$ cat config.mk
export PLATFORM = sky130hd
export DESIGN_NAME = uart_tx
export DESIGN_NICKNAME = d
export VERILOG_FILES = /design/src/rtl/uart_pkg.sv /design/src/rtl/uart_tx.sv
export SDC_FILE = /design/constraint.sdc
export NUM_CORES = 1
export LEC_CHECK = 0
export ABC_AREA = 1
export CORE_UTILIZATION = 25
export DETAILED_ROUTE_END_ITERATION = 7
export GPL_TIMING_DRIVEN = 0
export PLACE_DENSITY = 0.43
export REMOVE_ABC_BUFFERS = 1
export SLEW_MARGIN = 25
export SYNTH_ARGS = -nofsm -noshare
export SYNTH_HDL_FRONTEND = slang
export SYNTH_SLANG_ARGS = --single-unit
$ cat constraint.sdc
create_clock -name clk -period 2.8 [get_ports clk]
set_input_delay 0.28 -clock clk [delete_from_list [all_inputs] [get_ports clk]]
set_output_delay 0.28 -clock clk [all_outputs]
set_load 0.1 [all_outputs]
$ cat src/rtl/uart_pkg.sv
// Shared UART definitions: FSM state encoding, default clocking constants and
// a parity helper usable by both the transmitter and a future receiver.
package uart_pkg;

    typedef enum logic [2:0] {
        IDLE  = 3'd0,
        START = 3'd1,
        DATA  = 3'd2,
        STOP  = 3'd3,
        PAR   = 3'd4
    } uart_state_e;

    localparam int DEF_CLK_FREQ  = 40_000_000;
    localparam int DEF_BAUD_RATE = 1_000_000;

    // Even parity is the XOR of the data bits; odd parity is its complement.
    function automatic logic uart_parity(input logic [7:0] data, input logic odd);
        return (^data) ^ odd;
    endfunction

endpackage

$ cat src/rtl/uart_tx.sv
// 8N1 UART transmitter with a one-entry holding register and gapless back-to-back frames.
// Optional parity bit after the data bits is enabled with `define UART_TX_PARITY_EN.
module uart_tx
    import uart_pkg::*;
#(
    parameter int CLK_FREQ     = DEF_CLK_FREQ,
    parameter int BAUD_RATE    = DEF_BAUD_RATE,
    parameter int CLKS_PER_BIT = CLK_FREQ / BAUD_RATE,
    parameter int STOP_BITS    = 1
`ifdef UART_TX_PARITY_EN
    ,
    parameter bit PARITY_ODD   = 1'b0
`endif
) (
    input  logic       clk,
    input  logic       rst,
    input  logic [7:0] in_data,
    input  logic       in_valid,
    output logic       in_ready,
    output logic       tx,
    output logic       busy
);

    localparam logic [15:0] BIT_END   = 16'(CLKS_PER_BIT - 1);
    localparam logic        STOP_LAST = 1'(STOP_BITS - 1);

    uart_state_e state_q, state_d;
    logic [15:0] clk_count_q, clk_count_d;
    logic [2:0]  bit_idx_q, bit_idx_d;
    logic        stop_idx_q, stop_idx_d;
    logic        hold_full_q, hold_full_d;
    logic        tx_q, tx_d;
    logic [7:0]  hold_data_q, hold_data_d;
    logic [7:0]  shift_q, shift_d;

    logic        accept;
    logic        load;
    logic        bit_end;

    assign accept   = in_valid && !hold_full_q;
    assign bit_end  = (clk_count_q == BIT_END);
    assign in_ready = !hold_full_q;
    assign busy     = (state_q != IDLE) || hold_full_q;
    assign tx       = tx_q;

    always_comb begin
        state_d     = state_q;
        clk_count_d = clk_count_q + 16'd1;
        bit_idx_d   = bit_idx_q;
        stop_idx_d  = stop_idx_q;
        hold_full_d = hold_full_q;
        tx_d        = tx_q;
        hold_data_d = hold_data_q;
        shift_d     = shift_q;
        load        = 1'b0;

        case (state_q)
            IDLE: begin
                tx_d        = 1'b1;
                clk_count_d = 16'd0;
                load        = hold_full_q;
            end
            START: begin
                if (bit_end) begin
                    tx_d        = shift_q[0];
                    bit_idx_d   = 3'd0;
                    clk_count_d = 16'd0;
                    state_d     = DATA;
                end
            end
            DATA: begin
                if (bit_end) begin
                    clk_count_d = 16'd0;
                    if (bit_idx_q == 3'd7) begin
`ifdef UART_TX_PARITY_EN
                        tx_d       = uart_parity(shift_q, PARITY_ODD);
                        state_d    = PAR;
`else
                        tx_d       = 1'b1;
                        stop_idx_d = 1'b0;
                        state_d    = STOP;
`endif
                    end else begin
                        bit_idx_d = bit_idx_q + 3'd1;
                        tx_d      = shift_q[bit_idx_q + 3'd1];
                    end
                end
            end
`ifdef UART_TX_PARITY_EN
            PAR: begin
                if (bit_end) begin
                    tx_d        = 1'b1;
                    stop_idx_d  = 1'b0;
                    clk_count_d = 16'd0;
                    state_d     = STOP;
                end
            end
`endif
            STOP: begin
                if (bit_end) begin
                    clk_count_d = 16'd0;
                    if (stop_idx_q == STOP_LAST) begin
                        // A held byte starts its frame on the very next clock: no idle gap.
                        if (hold_full_q) begin
                            load = 1'b1;
                        end else begin
                            state_d = IDLE;
                        end
                    end else begin
                        stop_idx_d = stop_idx_q + 1'b1;
                    end
                end
            end
            default: begin
                tx_d        = 1'b1;
                clk_count_d = 16'd0;
                state_d     = IDLE;
            end
        endcase

        if (load) begin
            shift_d     = hold_data_q;
            hold_full_d = 1'b0;
            clk_count_d = 16'd0;
            tx_d        = 1'b0;
            state_d     = START;
        end

        // Load and accept are mutually exclusive: accept needs hold_full low, load needs it high.
        if (accept) begin
            hold_data_d = in_data;
            hold_full_d = 1'b1;
        end
    end

    always_ff @(posedge clk or posedge rst) begin
        if (rst) begin
            state_q     <= IDLE;
            clk_count_q <= 16'd0;
            bit_idx_q   <= 3'd0;
            stop_idx_q  <= 1'b0;
            hold_full_q <= 1'b0;
            tx_q        <= 1'b1;
        end else begin
            state_q     <= state_d;
            clk_count_q <= clk_count_d;
            bit_idx_q   <= bit_idx_d;
            stop_idx_q  <= stop_idx_d;
            hold_full_q <= hold_full_d;
            tx_q        <= tx_d;
        end
    end

    // Data-only registers: their contents are meaningless until hold_full qualifies them.
    always_ff @(posedge clk) begin
        hold_data_q <= hold_data_d;
        shift_q     <= shift_d;
    end

endmodule

# Yosys cells after proc, flatten, opt, wreduce, memory -nomap -nowiden
# Index checks and enable logic that the tools add are counted.
[word_totals]
in_bits = 11
reg_bits = 41
[classes]
add_sub_neg = 3
mux = 33
eq_ne = 18
reduce_logical = 13
magnitude_cmp = 1
[op_table]
columns = ["operator", "n"]
rows = [
  ["16-bit 2-to-1 mux", 3],
  ["3-bit 2-to-1 mux", 10],
  ["3-bit != test (second input constant)", 6],
  ["16-bit by 1-bit adder with 16-bit output (second input constant)", 1],
  ["16-bit by 6-bit equality test with 1-bit output (second input constant)", 1],
  ["1-bit 2-to-1 mux", 14],
  ["2-bit != test (second input constant)", 7],
  ["3-bit one-hot mux with 4 select lines", 1],
  ["4-bit AND reduction", 2],
  ["7-bit AND reduction", 1],
  ["3-bit by 2-bit equality test with 1-bit output (second input constant)", 2],
  ["3-bit one-hot mux with 2 select lines", 1],
  ["2-bit nonzero test", 3],
  ["3-bit by 4-bit less-than comparator with 1-bit output (second input constant)", 1],
  ["1-bit one-hot mux with 2 select lines", 2],
  ["3-bit by 1-bit adder with 3-bit output (second input constant)", 1],
  ["1-bit binary-select mux with 3-bit select", 1],
  ["3-bit by 1-bit equality test with 1-bit output (second input constant)", 1],
  ["3-bit equality test (second input constant)", 1],
  ["3-bit zero test", 1],
  ["1-bit one-hot mux with 3 select lines", 1],
  ["3-bit AND reduction", 1],
  ["3-bit nonzero test", 1],
  ["3-bit OR reduction", 1],
  ["other kinds (4)", 4],
]

# Depth between registers and ports, before layout
# Gate-level depths: netlist of the first run.
[logic_depth]
word_depth = 7
ltp_mapped = 12
depth_no_buf = 12

# Worst setup path after synthesis of the first run
# OpenSTA, ideal clock, no wires.
[synth_timing]
path_type = "reg-to-output"
startpoint = "register hold_full_q"
endpoint = "output busy"
t_required_ns = 2.520
n_path_buf = 0
path_stages_with_launch = 3
arrival_time_ns = 1.827
path_slack_ns = 0.693
path_cell_list = "dfrtp_1 inv_1 nand2_1"
[synth_between]
elab_chain_cells = 1
[synth_lines]
columns = ["item", "line", "text"]
rows = [
  ["start: declaration", "uart_tx.sv:31", "logic hold_full_q, hold_full_d;"],
  ["start signal: assignment", "uart_tx.sv:149", "hold_full_q <= hold_full_d;"],
  ["1-bit logical OR", "uart_tx.sv:43", "assign busy = (state_q != IDLE) || hold_full_q;"],
  ["end: declaration", "uart_tx.sv:21", "output logic busy"],
]
# Every way passes these cells.

# Worst setup path after layout of the first run
[layout_timing]
startpoint = "register state_q[0]"
endpoint = "output busy"
[layout_between]
elab_chain_cells = 2
[layout_lines]
columns = ["item", "line", "text"]
rows = [
  ["start: declaration", "uart_tx.sv:27", "uart_state_e state_q, state_d;"],
  ["start signal: assignment", "uart_tx.sv:145", "state_q <= state_d;"],
  ["3-bit nonzero test", "uart_tx.sv:43", ""],
  ["1-bit logical OR", "uart_tx.sv:43", ""],
]
# Every way passes these cells.

==> results of run 1 <==
-- flip-flops by register name (all words and copies together), names as in the netlist --
name and flops:
shift_q 8, state_q 2, hold_data_q 8, hold_full_q 1
clk_count_q 16, tx 1, bit_idx_q 3
-- cells by family after synthesis --
group / synth area share
and+or+nand+nor: 0.292
DFF: 0.529
buffers and inverters: 0.0620
AOI/OAI and AO/OA: 0.0401
adders and majority gates: 0.0501
xor gates and xnor gates: 0.0263
-- final cells by class --
cell class              count  area, µm²
clock buffers               5       68.8
well taps                 102        128
fillers                   810       5390
inverters                  31        116
multi-input cells         148        816
flip-flops and latches     39       1060
repair buffers             13        130
clock inverters             3       23.8
-- through the flow --
step            util  power [W]  setup slack (ns)  hold WS (ns)
2_1_floorplan      -   0.000610             0.693         0.281
3_3_place_gp   0.291   0.000627             0.627         0.404
3_5_place_dp   0.291   0.000628             0.625         0.405
4_1_cts        0.303    0.00104             0.293         0.426
5_1_grt        0.303    0.00106             0.196         0.382
6_report       0.303    0.00101             0.309         0.349
-- cells in the mapped netlist --
master	instances
nor3_2	1
o21ai_0	7
nand2_2	2
dfrtp_1	22
a31oi_1	1
inv_1	29
nor4_1	3
ha_1	8
inv_2	2
xor2_1	6
nand3_1	14
dfstp_2	1
nand2_1	47
edfxtp_1	16
a21oi_2	1
a21oi_1	2
nor3b_1	1
nand3b_1	2
nor3_4	1
o21ai_1	1
buf_4	1
nor2_4	2
nor2_1	30
o21bai_1	1
nand2_4	1
and2_1	1
nand4_1	3
a21boi_0	1
nor3_1	7
nand3_2	5
-- report_power, final --
group	internal, W	switching (W)
clock network	0.000178	0.000221
registers	0.000593	0.000000000000000000190
logic	0.0000123	0.00000931
total	0.000783	0.000231
-- critical path: stages, from the launching register on --
cell	delay [ns]
dfrtp_1	0.41
inv_1	0.10
ha_1	0.22
nand2_1	0.08
clkdlybuf4s50_1	1.12
-- placed cells by master, fill, tap and decap left out, types with 2 or more instances in the layout --
master,count
nand4_1,3
nand2_2,2
nand3_2,5
inv_1,28
dfrtp_1,22
o21ai_0,7
clkinvlp_4,2
nand3_1,14
nand2_1,47
clkbuf_8,5
nor2_4,2
nor4_1,3
inv_2,3
nor3_1,7
clkdlybuf4s50_1,13
nor2_1,30
xor2_1,6
ha_1,8
a21oi_1,2
edfxtp_1,16
nand3b_1,2
-- layer usage --
layer  up-vias  part of all wire
met5         -                 0
met4         0             0.014
met3         5             0.033
met2        21              0.43
met1       625              0.52
li1        749                 -
-- worst max path at each step --
stage	slack (ns)	start	cells past startpoint	to
after floorplan	0.69	hold_full_q	2	busy
after global placement	0.63	state_q[0]	4	busy
final	0.31	state_q[0]	4	busy
after global routing	0.20	state_q[0]	4	busy
after CTS	0.29	state_q[0]	4	busy
after detailed placement	0.63	state_q[0]	4	busy
==> results.cfg, run 1 <==
[timing]
fmax_mhz = 401
finalSetupTns_ns = 0
finalCritPeriodShare = 0.890
slew_violations = 0
setup_violations = 0
rsz0062_at_grt = no
hold_violations = 0
slew_headroom = 0.353
period_needed_ns = 2.49
worst_clock_skew_ns = 0.00263
worstMarginPinSlew_ns = 0.967

[layout]
fin_nets = 257
finalNonFillerCells = 341
antenna_cells = 0
synthToLayoutAreaGrowth_pct = 17.2
final_area_um2 = 2340
drive_gt1_frac = 0.105

[floorplanning]
core_area_um2 = 7730
die_w_um = 91.4
start_util = 0.258
die_h_um = 91.4
io_pins = 14
rows = 32
die-area_um2 = 8350

[clocking]
cts_tree = yes
ctsHtreeMaxLevel = 2
postCtsResizedCells = 0
cts_buffers = 5
clk-insertion-delay-late_ns = 0.29
clock-sinks = 39
clockRootBuffer = clkbuf_8
clk_pin_slew_worst_paths_ns = 0.08
holdBufCountCts = 0
cts_setup_buffers = 0
ctsLongestPathBuffers = 2

[yosys]
avgSynthCellArea_um2 = 9.12
ys_types = 30
yosys_register_bits = 39
synth_top_area_frac = 0.276
synth_top_area_cell = dfrtp_1
ys_seq_area_frac = 0.529
synthTopCellsByArea = dfrtp_1 (28%), edfxtp_1 (24%), nand2_1 (8.8%)
syn_inst = 219
yosys_warnings = 0
syn_area_um2 = 2000

[placement]
place_area_um2 = 2250
io_buffer_count = 13
dp_cells = 333
dp_hpwl_mm = 2.85
globalplace.congestion = 0.788

[global_route]
grt-ovfl-total = 0
met3_usage = 0.0276
use_met1 = 0.144
grt_pass1_wl_mm = 6.79
grt_pass1_vias = 1417
track_usage = 0.105
grt_max_degree = 24
antenna_found_initial = 0
grt_util_met2 = 0.157
top_usage_layer = met2

[critical_path]
start_kind = flop
r2r_end = shift_q[7]
regToRegSetupSlack_ns = 0.82
cp-end-kind = output port
r2r_cells = 9
r2r-start = clk_count_q[0]
crit_type = reg2out
required_ns = 2.52
critPathArrivalTime_ns = 2.21
cp_max_fo = 4

[worst_hold_path]
hold_path.class = in2async

[drt]
drtAntennaViolNets = 0
drc = 0
wl_mm = 3.84
vias = 1400
routedWlPerCell_um = 11.3
first_pass_iters = 4
drt-initial-drc-count = 66
viasPerCell = 4.11

[pwr]
p_leak_nw = 1.02
power.density_nw_per_um2 = 433
peakVddDrop_mv = 0.169

[run]
drv_cap = 0

[outcome]
status = finished, final reports clean
Note: power is estimated with default switching activity, not from simulation.
==> run 2, diff against run 1 <==
Settings changed: HOLD_SLACK_MARGIN set to 0.02.
==> results of run 2 <==
No change in the layout: final DEF, timing and power equal those of run 1.
